===== config.mk =====
export PLATFORM = sky130hd
export DESIGN_NAME = coin_table_scheduler
export DESIGN_NICKNAME = d
export VERILOG_FILES = /design/src/rtl/coin_pkg.sv /design/src/rtl/coin_hit_test.sv /design/src/rtl/coin_table_scheduler.sv
export SDC_FILE = /design/constraint.sdc
export NUM_CORES = 1
export LEC_CHECK = 0
export CAP_MARGIN = 10
export CORE_MARGIN = 4
export CORE_UTILIZATION = 38
export DETAILED_ROUTE_END_ITERATION = 6
export REMOVE_ABC_BUFFERS = 1
export SETUP_SLACK_MARGIN = 0.1
export SYNTH_ARGS = -nofsm -noshare
export SYNTH_HDL_FRONTEND = slang
export SYNTH_SLANG_ARGS = --single-unit

===== constraint.sdc =====
create_clock -name clk -period 7.05 [get_ports clk]
set_clock_uncertainty 0.15 [all_clocks]
set_input_delay 0.705 -clock clk [delete_from_list [all_inputs] [get_ports clk]]
set_output_delay 0.705 -clock clk [all_outputs]
set_load 0.05 [all_outputs]

===== src/rtl/coin_pkg.sv =====
// Coin table shared definitions: entry field layout, scheduler states and power-up table.
package coin_pkg;

    localparam int unsigned COIN_W     = 16;
    localparam int unsigned X_W        = 8;
    localparam int unsigned Y_W        = 7;
    localparam int unsigned ADDR_W     = 5;
    localparam int unsigned TABLE_SIZE = 16;

    localparam int unsigned EXISTS_BIT = 15;
    localparam int unsigned X_MSB      = 14;
    localparam int unsigned X_LSB      = 7;
    localparam int unsigned Y_MSB      = 6;
    localparam int unsigned Y_LSB      = 0;

    typedef enum logic [2:0] {
        ST_INIT,
        ST_IDLE,
        ST_RD,
        ST_CHK,
        ST_ERASE,
        ST_FIN
    } state_t;

    typedef struct packed {
        logic           exists;
        logic [X_W-1:0] x;
        logic [Y_W-1:0] y;
    } coin_t;

    // Power-up coin layout; entries past the live count are never written.
    localparam logic [COIN_W-1:0] COIN_INIT [TABLE_SIZE] = '{
        16'hD35F,   // (166, 95)
        16'hCAAA,   // (149, 42)
        16'h850A,   // ( 10, 10)
        16'h9414,   // ( 40, 20)
        16'hA83C,   // ( 80, 60)
        16'hBC64,   // (120,100)
        16'hE405,   // (200,  5)
        16'h8F6E,   // ( 30,110)
        16'hEE46,   // (220, 70)
        16'hFF7F,   // (254,127)
        16'h0000, 16'h0000, 16'h0000, 16'h0000, 16'h0000, 16'h0000
    };

    function automatic coin_t coin_decode(input logic [COIN_W-1:0] word);
        coin_t c;
        c.exists = word[EXISTS_BIT];
        c.x      = word[X_MSB:X_LSB];
        c.y      = word[Y_MSB:Y_LSB];
        return c;
    endfunction

    function automatic logic [COIN_W-1:0] coin_erase(input logic [COIN_W-1:0] word);
        logic [COIN_W-1:0] w;
        w             = word;
        w[EXISTS_BIT] = 1'b0;
        return w;
    endfunction

endpackage


===== src/rtl/coin_hit_test.sv =====
// Combinational player-hitbox versus coin overlap test.
module coin_hit_test
    import coin_pkg::*;
#(
    parameter int unsigned HIT_W = 4,
    parameter int unsigned HIT_H = 4
) (
    input  coin_t          coin,
    input  logic [X_W-1:0] px,
    input  logic [Y_W-1:0] py,
    output logic           hit_c
);

    localparam int unsigned XE_W = X_W + 1;
    localparam int unsigned YE_W = Y_W + 1;

    logic [XE_W-1:0] x_hi;
    logic [YE_W-1:0] y_hi;
    logic            x_in;
    logic            y_in;

    // One extra bit keeps the far edge from wrapping near the screen border.
    assign x_hi = {1'b0, px} + XE_W'(HIT_W);
    assign y_hi = {1'b0, py} + YE_W'(HIT_H);

    assign x_in = (px <= coin.x) && ({1'b0, coin.x} <= x_hi);
    assign y_in = (py <= coin.y) && ({1'b0, coin.y} <= y_hi);

    assign hit_c = coin.exists && x_in && y_in;

endmodule


===== src/rtl/coin_table_scheduler.sv =====
// Coin RAM sequencer: power-up table load, per-frame collision scan with erase/score,
// and idle-cycle read sharing with the renderer.
module coin_table_scheduler
    import coin_pkg::*;
#(
    parameter int unsigned NUM_COINS = 10,
    parameter int unsigned HIT_W     = 4,
    parameter int unsigned HIT_H     = 4,
    parameter int unsigned SCORE_W   = 8
) (
    input  logic                clk,
    input  logic                resetn,
    input  logic                frame_tick,
    input  logic [X_W-1:0]      player_x,
    input  logic [Y_W-1:0]      player_y,
    output logic [ADDR_W-1:0]   mem_addr,
    output logic                mem_wren,
    output logic [COIN_W-1:0]   mem_data,
    input  logic [COIN_W-1:0]   mem_q,
    input  logic                rd_req,
    input  logic [ADDR_W-1:0]   rd_addr,
    output logic                rd_grant,
    output logic                rd_valid,
    output logic [COIN_W-1:0]   rd_data,
    output logic [SCORE_W-1:0]  score,
    output logic                score_inc,
    output logic                all_collected,
    output logic                busy
);

    localparam logic [ADDR_W-1:0]  LAST_IDX  = ADDR_W'(NUM_COINS - 1);
    localparam logic [ADDR_W-1:0]  INIT_END  = ADDR_W'(NUM_COINS);
    localparam logic [ADDR_W-1:0]  IDX_ONE   = ADDR_W'(1);
    localparam logic [SCORE_W-1:0] SCORE_MAX = '1;
    localparam logic [SCORE_W-1:0] SCORE_ONE = SCORE_W'(1);

    state_t              state;
    logic [ADDR_W-1:0]   idx;
    logic                live;
    logic                tick_pend;
    coin_t               cur_coin;
    logic                hit;

    assign cur_coin = coin_decode(mem_q);
    assign rd_data  = mem_q;

    coin_hit_test #(
        .HIT_W (HIT_W),
        .HIT_H (HIT_H)
    ) u_hit (
        .coin  (cur_coin),
        .px    (player_x),
        .py    (player_y),
        .hit_c (hit)
    );

    // Memory-side outputs are loaded on entry to a state so they are valid during it.
    always_ff @(posedge clk) begin
        if (!resetn) begin
            state         <= ST_INIT;
            idx           <= '0;
            live          <= 1'b0;
            tick_pend     <= 1'b0;
            mem_addr      <= '0;
            mem_wren      <= 1'b0;
            mem_data      <= '0;
            rd_grant      <= 1'b0;
            rd_valid      <= 1'b0;
            score         <= '0;
            score_inc     <= 1'b0;
            all_collected <= 1'b0;
            busy          <= 1'b1;
        end else begin
            mem_wren  <= 1'b0;
            score_inc <= 1'b0;
            rd_grant  <= 1'b0;
            rd_valid  <= rd_grant;

            // Single-deep tick memory while the table is occupied.
            if (frame_tick && (state != ST_IDLE)) begin
                tick_pend <= 1'b1;
            end

            case (state)
                ST_INIT: begin
                    if (idx == INIT_END) begin
                        idx   <= '0;
                        busy  <= 1'b0;
                        state <= ST_IDLE;
                    end else begin
                        mem_wren <= 1'b1;
                        mem_addr <= idx;
                        mem_data <= COIN_INIT[idx[3:0]];
                        idx      <= idx + IDX_ONE;
                    end
                end

                ST_IDLE: begin
                    if (frame_tick || tick_pend) begin
                        tick_pend <= 1'b0;
                        idx       <= '0;
                        live      <= 1'b0;
                        mem_addr  <= '0;
                        busy      <= 1'b1;
                        state     <= ST_RD;
                    end else if (rd_req) begin
                        rd_grant <= 1'b1;
                        mem_addr <= rd_addr;
                    end
                end

                ST_RD: begin
                    state <= ST_CHK;
                end

                ST_CHK: begin
                    if (cur_coin.exists) begin
                        live <= 1'b1;
                    end
                    if (hit) begin
                        mem_wren  <= 1'b1;
                        mem_addr  <= idx;
                        mem_data  <= coin_erase(mem_q);
                        score_inc <= 1'b1;
                        if (score != SCORE_MAX) begin
                            score <= score + SCORE_ONE;
                        end
                        state <= ST_ERASE;
                    end else if (idx == LAST_IDX) begin
                        state <= ST_FIN;
                    end else begin
                        idx      <= idx + IDX_ONE;
                        mem_addr <= idx + IDX_ONE;
                        state    <= ST_RD;
                    end
                end

                ST_ERASE: begin
                    if (idx == LAST_IDX) begin
                        state <= ST_FIN;
                    end else begin
                        idx      <= idx + IDX_ONE;
                        mem_addr <= idx + IDX_ONE;
                        state    <= ST_RD;
                    end
                end

                ST_FIN: begin
                    if (!live) begin
                        all_collected <= 1'b1;
                    end
                    busy  <= 1'b0;
                    state <= ST_IDLE;
                end

                default: begin
                    busy  <= 1'b0;
                    state <= ST_IDLE;
                end
            endcase
        end
    end

endmodule

==> metrics <==
DP Wirelength=8090 microns; # rows=35; CP endpoint kind=flop; clk sinks=45; Max VDD drop=0.0877 mV; count leader, synth=dfxtp_1; largest net degree at the start of global routing=35; Final Critical Period=roughly 4.2 ns; worst hold path endpoint=mem_data[0]; crit path DAT=4.26 ns; Hold Vio Cnt, Final=0; Starting Density=39.2%; Netlist Area Pre-Place=3640 sq um; core outline area=9280 sq um; final setup vio count=0; Longest Clk Path Bufs=2; Starting DRT DRC Count=about 160; GPL Wtd Cong=0.865; max_cap viols=0; worst hold path class=reg2reg; Distinct cells, synth=62; area share of the largest cell type after synthesis=about a quarter; Root Driver=clkbuf_8; initial antenna violation count=0; Overflow after GRT=0; leak pwr=1.81 nW; Synth top cells by count=dfxtp_1 (45), a21oi_1 (43), nand2_1 (43); unrepaired setup endpoints after global routing=false; IO buf count=90; die width=about 110 microns; worst hold start=mem_data[0]; area grow syn2layout=26.8%; worst path required time=approximately 7.1 ns; Setup crit start kind=input port; fraction of layout cells with a size suffix above 1=3.55%; reg-to-reg startpoint=idx[3]; number of global-route vias before repair=3482; FFs w/ async S/R, synth=0%; CTS tree=built; # resized after CTS=0; crit path kind=in2reg; Clk Latency, worst-skew pair=0.31 ns; H-tree depth=2; I/O pin total=91; routed wire length=10800 microns; CTS buffer count=5; yosys warns=0; Gate Count Post-Synth=475; Hold WS=0.303 ns; Seq cells post-synth=45; Final Core Density=49.7%; Synth Flop Type=dfxtp_1; first-pass GRT wire length=~18000 microns; Pre-Repair DR Iteration Count=4; status=complete, no violations; die area=11200 sq um; Yosys top cell by area=dfxtp_1; ratio of final minimum period to clock period=59.4%; Least-Margin Pin Slew=1.03 ns; Post-CTS Hold Buffers=0; total power=0.736 mW; crit-path max FO=17; Critical R2R Capture=mem_data[8]; register area share after synthesis=24.8%; WHS Path Cells=2; Post-synth EDFFs=0; highest clock rate=239 MHz; Slew Limit Fails=0; gr usage total=18.8%; final net count=around 620; Synth Area per Inst=7.66 sq um; filler instances=950; Die Span Y=around 110 microns; P per Cell Area=roughly 160 nW/um^2; Worst-path clk slew=~0.090 ns; Antenna diodes=0; largest cells by area after synthesis=dfxtp_1 (25%), ha_1 (14%), a21oi_1 (5.9%), nand2_1 (4.4%), o21ai_0 (3.9%); Vias=between 3000 and 4000; drt drc=0; total negative slack=0 ns; Via density=5.53; max_slew headroom=30.6%; Final ANT Viol Nets=0; worst reg2reg setup slack=3.86 ns; Reg2Reg Depth=8; postcts setup bufs=0; WL/cell=16.3 microns
worst max-delay path, cell delays in order:
cell	delay [ns]
clkdlybuf4s50_1	0.49
ha_1	0.26
and3_1	0.20
xnor2_1	0.13
ha_1	0.30
a21o_1	0.16
a22oi_1	0.17
o211ai_1	0.17
a211oi_4	0.47
nand3_2	0.41
or4_1	0.62
a21oi_1	0.15
worst max path at each step:
stage | cells past startpoint | start | to
final | 12 | player_x[2] | score[3]
after global routing | 12 | player_x[2] | score[3]
after CTS | 12 | player_x[2] | score[3]
after detailed placement | 12 | player_x[2] | score[3]
after global placement | 12 | player_x[2] | score[3]
after floorplan | 11 | player_x[2] | score[3]
where the power goes:
group / switching (mW) / internal [mW]
Clock: 0.0970 / 0.105
Combinational: 0.152 / 0.102
Sequential: 0.0116 / 0.267
metrics by stage:
step / worst slack, ns / cell area (sq um) / cells
6_report: 2.86 / 4610 / 664
5_1_grt: 2.63 / 4610 / 664
4_1_cts: 2.81 / 4610 / 664
3_5_place_dp: 2.50 / 4500 / 657
3_3_place_gp: 2.60 / 4500 / 657
2_1_floorplan: 3.51 / 3430 / 436
kinds of logic after synthesis:
group,count (synthesis),share of synthesized area [%]
flip-flops,45,24.8
AND/OR/NAND/NOR,160,22.0
adder cells (fa/ha/maj),40,13.8
buffers and inverters,71,9.12
AO/OA/AOI/OAI,145,26.8
multiplexers,6,1.65
XOR/XNOR,8,1.93
cell type report:
class	count	area, sq um	area share [%]
timing repair buffer	92	916	19.9
clock inverter	2	38.8	0.841
multi-input combinational	359	2400	52.2
inverter	32	120	2.61
tap	129	161	3.50
clock buffer	5	68.8	1.49
sequential	45	901	19.5
sequential cells by signal, summed over array words and instances, names as in the netlist:
register / cells
all_collected: 1
live: 1
idx: 5
score: 8
busy: 1
score_inc: 1
tick_pend: 1
mem_wren: 1
mem_data: 16
rd_valid: 1
state: 3
rd_grant: 1
mem_addr: 5
layout by cell type (no fill, tap or decap), drive strengths merged, types with 5 or more instances in the layout:
cell,count
a211o,9
a211oi,12
a21oi,43
a31oi,5
and2,6
clkbuf,5
clkdlybuf4s50,90
dfxtp,45
ha,40
inv,32
mux2i,6
nand2,43
nand2b,5
nand3,23
nand4,5
nor2,34
nor3,16
o211ai,8
o21ai,28
xor2,5
per-layer routing:
| metal | track usage (%) | wire, microns | up-vias |
|---|---|---|---|
| met1 | 25.3 | 5030 | 1724 |
| met3 | 3.43 | 614 | 13 |
| li1 | - | - | 1842 |
| met4 | 4.26 | 130 | 0 |
| met5 | 0 | 0 | - |
| met2 | 31.2 | 5030 | 93 |
(Power assumes the default switching activity.)
